## config.mk

```make
export PLATFORM = sky130hd
export DESIGN_NAME = serial_array_assembler
export DESIGN_NICKNAME = d
export VERILOG_FILES = /design/src/rtl/serial_array_pkg.sv /design/src/rtl/serial_array_hold.sv /design/src/rtl/serial_array_assembler.sv
export SDC_FILE = /design/constraint.sdc
export NUM_CORES = 1
export LEC_CHECK = 0
export ABC_AREA = 1
export CAP_MARGIN = 10
export CORE_MARGIN = 3
export CORE_UTILIZATION = 40
export CTS_CLUSTER_SIZE = 30
export DETAILED_ROUTE_END_ITERATION = 7
export PLACE_DENSITY_LB_ADDON = 0.3
export SYNTH_ARGS = -nofsm -noshare
export SYNTH_HDL_FRONTEND = slang
export SYNTH_SLANG_ARGS = --single-unit
```

## constraint.sdc

```tcl
create_clock -name clk -period 1.6 [get_ports clk]
set_input_delay 0.32 -clock clk [delete_from_list [all_inputs] [get_ports clk]]
set_output_delay 0.32 -clock clk [all_outputs]
set_load 0.1 [all_outputs]
```

## src/rtl/serial_array_pkg.sv

```systemverilog
// serial_array_pkg: shared types and helpers for the serial-to-array receive path.
// Holds default geometry, the packed frame type, FSM states and index mapping.
package serial_array_pkg;

    localparam int LANES_DEF = 4;
    localparam int ROWS_DEF  = 2;
    localparam int COLS_DEF  = 3;

    typedef logic [LANES_DEF-1:0][ROWS_DEF-1:0][COLS_DEF-1:0] arr_t;

    typedef enum logic {
        IDLE  = 1'b0,
        SHIFT = 1'b1
    } state_t;

    function automatic int flat_idx(
        input int l,
        input int r,
        input int c,
        input int rows,
        input int cols
    );
        return (l * rows + r) * cols + c;
    endfunction

endpackage

```

## src/rtl/serial_array_hold.sv

```systemverilog
// serial_array_hold: one-entry valid/ready output register.
// A load in the same cycle as a drain replaces the entry without a bubble.
module serial_array_hold #(
    parameter int W = 24
) (
    input  logic         clk,
    input  logic         rst,
    input  logic         load,
    input  logic [W-1:0] din,
    input  logic         out_ready,
    output logic         out_valid,
    output logic [W-1:0] dout
);

    always_ff @(posedge clk or posedge rst) begin
        if (rst) begin
            out_valid <= 1'b0;
            dout      <= '0;
        end else if (load) begin
            out_valid <= 1'b1;
            dout      <= din;
        end else if (out_valid && out_ready) begin
            out_valid <= 1'b0;
        end
    end

endmodule

```

## src/rtl/serial_array_assembler.sv

```systemverilog
// serial_array_assembler: rebuilds framed MSB-first serial bits into a
// packed LANES x ROWS x COLS array behind a one-entry output register.
module serial_array_assembler
    import serial_array_pkg::*;
#(
    parameter int LANES = LANES_DEF,
    parameter int ROWS  = ROWS_DEF,
    parameter int COLS  = COLS_DEF
) (
    input  logic                                clk,
    input  logic                                rst,
    input  logic                                ser_valid,
    output logic                                ser_ready,
    input  logic                                ser_bit,
    input  logic                                ser_first,
    output logic                                out_valid,
    input  logic                                out_ready,
    output logic [LANES-1:0][ROWS-1:0][COLS-1:0] arr_out,
    output logic                                err_stray,
    output logic                                err_resync
);

    localparam int W  = LANES * ROWS * COLS;
    localparam int CW = $clog2(W);
    localparam logic [CW-1:0] LAST = CW'(W - 1);

    if (W < 2) begin : g_w_check
        $error("serial_array_assembler: frame length W must be >= 2");
    end

    state_t          state_q, state_d;
    logic [CW-1:0]   cnt_q, cnt_d;
    logic [W-2:0]    sreg_q, sreg_d;
    logic            stray_d, resync_d;
    logic            acc, last, load;
    logic [W-1:0]    frame, hold_q;

    assign last      = (state_q == SHIFT) && (cnt_q == LAST);
    assign ser_ready = !(last && out_valid && !out_ready);
    assign acc       = ser_valid && ser_ready;
    assign frame     = {sreg_q, ser_bit};

    always_comb begin
        state_d  = state_q;
        cnt_d    = cnt_q;
        sreg_d   = sreg_q;
        stray_d  = 1'b0;
        resync_d = 1'b0;
        load     = 1'b0;
        if (acc) begin
            unique case (1'b1)
                ser_first: begin
                    // a first bit always restarts, dropping any partial frame
                    sreg_d   = (W-1)'(ser_bit);
                    cnt_d    = CW'(1);
                    state_d  = SHIFT;
                    resync_d = (state_q == SHIFT);
                end
                (!ser_first && state_q == IDLE): begin
                    stray_d = 1'b1;
                end
                (!ser_first && last): begin
                    load    = 1'b1;
                    cnt_d   = '0;
                    state_d = IDLE;
                end
                default: begin
                    sreg_d = frame[W-2:0];
                    cnt_d  = cnt_q + CW'(1);
                end
            endcase
        end
    end

    always_ff @(posedge clk or posedge rst) begin
        if (rst) begin
            state_q    <= IDLE;
            cnt_q      <= '0;
            sreg_q     <= '0;
            err_stray  <= 1'b0;
            err_resync <= 1'b0;
        end else begin
            state_q    <= state_d;
            cnt_q      <= cnt_d;
            sreg_q     <= sreg_d;
            err_stray  <= stray_d;
            err_resync <= resync_d;
        end
    end

    serial_array_hold #(.W(W)) u_hold (
        .clk       (clk),
        .rst       (rst),
        .load      (load),
        .din       (frame),
        .out_ready (out_ready),
        .out_valid (out_valid),
        .dout      (hold_q)
    );

    always_comb begin
        arr_out = '0;
        for (int l = 0; l < LANES; l++) begin
            for (int r = 0; r < ROWS; r++) begin
                for (int c = 0; c < COLS; c++) begin
                    arr_out[l][r][c] = hold_q[flat_idx(l, r, c, ROWS, COLS)];
                end
            end
        end
    end

endmodule

```

After elaboration in Yosys (flattened, before gate mapping)

Index checks and enable logic that the tools add are counted.

Reductions and logical operators: 16
Order comparisons: 0
Eq/ne operators: 1
Bitwise logic cells: 3
Shift-type cells: 0
Multiply operators: 0
Add/subtract/negate cells: 1
Divide/modulo/power cells: 0
Muxes and demuxes: 11

Operators by type and width:

| cell                                        | count |
|---|---|
| one-hot mux 23 bit (2 select lines)         | 1 |
| one-hot mux 5 bit (3 select lines)          | 1 |
| 2-to-1 mux 1 bit                            | 8 |
| logical AND 1 bit                           | 7 |
| AND reduction 2 bit                         | 3 |
| adder 5 x 1 -> 5 bit, second input constant | 1 |
| equality test 5 bit, second input constant  | 1 |
| nonzero test 2 bit                          | 2 |
| logical NOT 1 bit                           | 3 |
| inverter 1 bit                              | 3 |
| one-hot mux 1 bit (2 select lines)          | 1 |
| OR reduction 2 bit                          | 1 |

Flip-flop bits (word level): 56
Bits in latches: 0
RAM bits: 0
Word-level logic and storage cells: 39
Bits in read-only memories: 0
Memories kept: 0

Logic depth before layout (Yosys ltp)

Depth in word-level cells: 8
Depth in mapped cells: 9
Depth with buffers taken out: 8

By module

From an unflattened synthesis, not the netlist that was laid out.

Cells, all modules: 317
Area, all modules: 2,590.0 µm²

Modules (own cells, without submodules):

| module                 | instances | cells each | area an instance (µm²) |
|---|---|---|---|
| serial_array_assembler | 1         | 210        | 1,580.3 |
| serial_array_hold      | 1         | 107        | 1,009.7 |

Least setup slack after synthesis

OpenSTA, ideal clock, no wires.

Path type: register to register
From: register u_hold.out_valid
To: register u_hold.dout[1]
Required time: 1.478 ns
Path slack: -0.607 ns
Period minus slack after synthesis: 2.207 ns
Setup time: 0.122 ns
Arrival: 2.085 ns
Path buffers: 1
Cell stages (with the launch flop): 9
Path through: dfrtp_1 inv_1 nor2_1 nand3_4 nand2_8 nor2_8 buf_8 nand2_2 nand2_1

Word-level cells in the longest chain between the ends: 5

Ends and longest elaborated chain:

| item                            | RTL line                     | text |
|---|---|---|
| from (decl)                     | serial_array_hold.sv:11      | `output logic out_valid,` |
| from (signal assigned)          | serial_array_hold.sv:17      | `out_valid <= 1'b0;` |
| from (signal assigned)          | serial_array_hold.sv:20      | `out_valid <= 1'b1;` |
| from (signal assigned)          | serial_array_hold.sv:23      | `out_valid <= 1'b0;` |
| logical AND 1 bit (2 in series) | serial_array_assembler.sv:39 | `assign ser_ready = !(last && out_valid && !out_ready);` |
| logical NOT 1 bit               | serial_array_assembler.sv:39 |  |
| via ser_ready                   | serial_array_assembler.sv:13 | `output logic ser_ready,` |
| logical AND 1 bit               | serial_array_assembler.sv:40 | `assign acc = ser_valid && ser_ready;` |
| 2-to-1 mux 1 bit                | serial_array_assembler.sv:50 | `if (acc) begin` |
| to (signal assigned)            | serial_array_hold.sv:21      | `dout <= din;` |
| to (decl)                       | serial_array_hold.sv:12      | `output logic [W-1:0] dout` |

The timed path passes the listed nets, and every way through them passes these cells.
A chain may end at the register's enable or synchronous reset.

Worst setup path after layout

From: register cnt_q[0]
To: output ser_ready

Word-level cells in the longest chain between the ends: 5

Ends and longest elaborated chain:

| item                            | RTL line                     | text |
|---|---|---|
| from (decl)                     | serial_array_assembler.sv:32 | `logic [CW-1:0] cnt_q, cnt_d;` |
| from (signal assigned)          | serial_array_assembler.sv:84 | `cnt_q <= cnt_d;` |
| equality test 5 bit             | serial_array_assembler.sv:38 | `assign last = (state_q == SHIFT) && (cnt_q == LAST);` |
| logical AND 1 bit               | serial_array_assembler.sv:38 |  |
| logical AND 1 bit (2 in series) | serial_array_assembler.sv:39 |  |
| logical NOT 1 bit               | serial_array_assembler.sv:39 |  |
| to (decl)                       | serial_array_assembler.sv:13 |  |

No other way between the ends.

==> key figures <==
Outcome
  – Status: finished with violations
  – Failing checks: negative setup slack

Route
  – # DRC: 0
  – Via count of the routed design: 1,844
  – Initial DRC count: 145
  – Total Wirelength: 4860 µm
  – WL per Instance: 12.7 µm
  – Vias per cell: 4.81
  – Routed Antenna Nets: 0
  – Pre-Repair DR Iteration Count: 4

Place
  – Post-DP HPWL: 3070 µm
  – Pre-CTS setup slack: -0.0622 ns
  – DP Area: 0.00322 mm²
  – PortBufs: 33
  – Routability cong.: 0.765

Global routing
  – Largest net degree at the start of global routing: 37
  – Total GRT Usage: 14.6%
  – Vias in the first global route: 1,771
  – First-pass GRT wire length: 8270 µm
  – Total gr overflow: 0
  – Antenna violations before repair: 0

Worst setup path
  – Critical-path cell list: ha_2, nand2_2, nor2_4, nand3_4, buf_12
  – CP Launch Type: register
  – Critical Path RT: 1.28 ns
  – Arrival @ worst endpoint: 1.36 ns
  – Setup Crit Path Kind: reg -> out
  – Setup crit end kind: output port
  – Max incr delay on CP: 0.37 ns
  – CP max-delay cell: dfrtp_1
  – Crit-path max FO: 2

Logic synthesis
  – Area leader, netlist: dfrtp_1
  – Synth top area share: 58.3%
  – Post-synth top cells: nand2_1, dfrtp_1, o21ai_0, nand2_2
  – Ranking of synthesized cells by area: dfrtp_1, nand2_1, o21ai_0
  – Number of synthesized flops with an enable pin: 0
  – Gate Count Post-Synth: 256
  – FF+latch count, synth: 56
  – Synth cell types: 21
  – Ys async rst share: 100%
  – Mapped Nets: 263
  – Synth Cell Area: 0.00240 mm²
  – Most numerous cell in the Yosys netlist: nand2_1
  – Mean post-synth cell area: 9.39 µm²
  – Primary FF master, synth: dfrtp_1
  – Sequential area share after synthesis: 58.3%
  – Yosys warns: 0

STA
  – Worst Skew: 0.00809 ns
  – Final number of hold-violating endpoints: 0
  – PnR worst setup slack: -0.0782 ns
  – Fin crit period: 1.68 ns
  – Slew @ Worst Pin: 0.220 ns
  – Final Max Slew Viols: 0
  – Period utilization: 105%
  – Highest clock rate: 596 MHz
  – Normalized max-slew margin: 85.3%
  – Unrepaired setup endpoints after global routing: yes
  – Final setup viols: 31

Final layout
  – Antenna cells: 0
  – Area grow syn2layout: 44.0%
  – Share of cells above drive strength 1: 28.0%
  – Nets: 317
  – Fin area: 0.00346 mm²
  – Fill count: 482

CTS
  – Root Driver: clkbuf_8
  – Sink Count: 56
  – Latest clock arrival within the worst-skew pair: 0.30 ns
  – TritonCTS clock tree: yes
  – Worst-path clk slew: 0.10 ns
  – Cts bufs inserted: 5
  – CTS Buffer Depth: 2
  – H-tree depth: 2

Power and ir drop
  – Power Density: 762 mW/mm²
  – Leak: 0.00179 µW
  – VDD IR max: 0.000523 V

Floorplan
  – Die W: 83.5 µm
  – # IOs: 34
  – Die ar.: 0.00697 mm²
  – Row cnt: 27
  – Initial core utilization: 42.4%
  – Core area: 0.00568 mm²
  – Die height: 83.5 µm

Run
  – Max cap viols: 0

Min path
  – Hold Crit Class: in -> async
worst paths after layout:
| path | from | to | slack, ns | depth (start not counted) |
|---|---|---|---|---|
| setup / recovery | cnt_q[0]$_DFFE_PP0P_ | ser_ready | -0.08 | 5 |
| hold / removal | rst | u_hold.dout[22]$_DFFE_PP0P_ | 0.41 | 3 |
| setup reg to reg | cnt_q[0]$_DFFE_PP0P_ | u_hold.dout[22]$_DFFE_PP0P_ | -0.06 | 10 |
| hold reg to reg | sreg_q[22]$_DFFE_PP0P_ | u_hold.dout[23]$_DFFE_PP0P_ | 0.49 | 2 |
| max in group asynchronous | rst | u_hold.out_valid$_DFFE_PP0P_ | 0.97 | 3 |
| min in group clk | sreg_q[22]$_DFFE_PP0P_ | u_hold.dout[23]$_DFFE_PP0P_ | 0.49 | 2 |
what timing repair did:
action | 4_1_cts | 5_1_grt
gates cloned | 1 | 1
endpoints found under the hold margin | 0 | 0
pin swaps | 5 | 4
hold buffers | 0 | 0
endpoints found under the setup margin | 26 | 55
gates resized for setup | 3 | 5
setup buffers | 5 | 2
critical path, delay by kind of cell, from the launching register on:
kind / cells / cell delay (ns)
flip-flops: 1 / 0.37
AND/OR/NAND/NOR: 3 / 0.30
adder cells (fa/ha/maj): 1 / 0.20
buffers and inverters: 1 / 0.18
area by class of cell:
cell class                 count  area (µm²)  share of cell area [%]
sequential                    56        1400                    40.5
timing repair buffer          56         908                    26.2
multi-input combinational    183         900                    26.0
clock buffer                   7        96.3                    2.78
tap                           72        90.1                    2.60
inverter                       8        35.0                    1.01
clock inverter                 1        30.0                   0.867
registers in the layout, indices dropped and copies added, names as in the netlist:
register / flops
u_hold.out_valid: 1
cnt_q: 5
sreg_q: 23
err_stray: 1
u_hold.dout: 24
state_q: 1
err_resync: 1
stage by stage:
step | hold slack (ns) | util [%] | setup TNS [ns] | power [µW] | instances
after floorplan | 0.400 | - | -9.88 | 1580 | 256
after detailed placement | 0.464 | 56.8 | -1.68 | 1650 | 366
final | 0.407 | 61.0 | -1.10 | 2640 | 383
after CTS | 0.396 | 60.0 | -1.23 | 2660 | 380
after global placement | 0.462 | 56.8 | -0.824 | 1650 | 366
after global routing | 0.407 | 61.0 | -4.99 | 2760 | 383
cell families (layout without fill, tap and decap cells):
group                    count (synthesis)  after routing  synth area share, %
AND/OR/NAND/NOR                        151            152                 28.4
flip-flops                              56             56                 58.3
AO/OA/AOI/OAI                           28             28                 6.30
buffers and inverters                   18             72                 5.73
XOR/XNOR                                 2              2                0.729
adder cells (fa/ha/maj)                  1              1                0.520
per-layer routing:
layer | share of wire, % | GRT usage (%) | vias up | wire length [µm]
li1 | - | - | 914 | -
met1 | 47 | 19.9 | 871 | 2280
met2 | 46 | 23.3 | 53 | 2240
met3 | 5.5 | 3.26 | 6 | 266
met4 | 1.4 | 4.82 | 0 | 66
met5 | 0 | 0 | - | 0
where the power goes:
group,total (µW),internal [µW],switching [µW]
Combinational,193,85.4,108
Sequential,1450,1430,19.3
Clock,989,552,437
cells in the final DEF, fill, tap and decap left out, drive strengths merged:
cell type | netlist | layout
ha | 1 | 1
nand2 | 135 | 135
clkbuf | 1 | 8
clkdlybuf4s50 | 0 | 5
nand4 | 1 | 1
o21ai | 27 | 27
bufinv | 0 | 1
nor2 | 8 | 8
a21oi | 1 | 1
inv | 7 | 6
xor2 | 2 | 2
buf | 9 | 50
clkinv | 1 | 1
clkinvlp | 0 | 1
nand3 | 7 | 8
dfrtp | 56 | 56
Power figures use the tool's default switching activity.
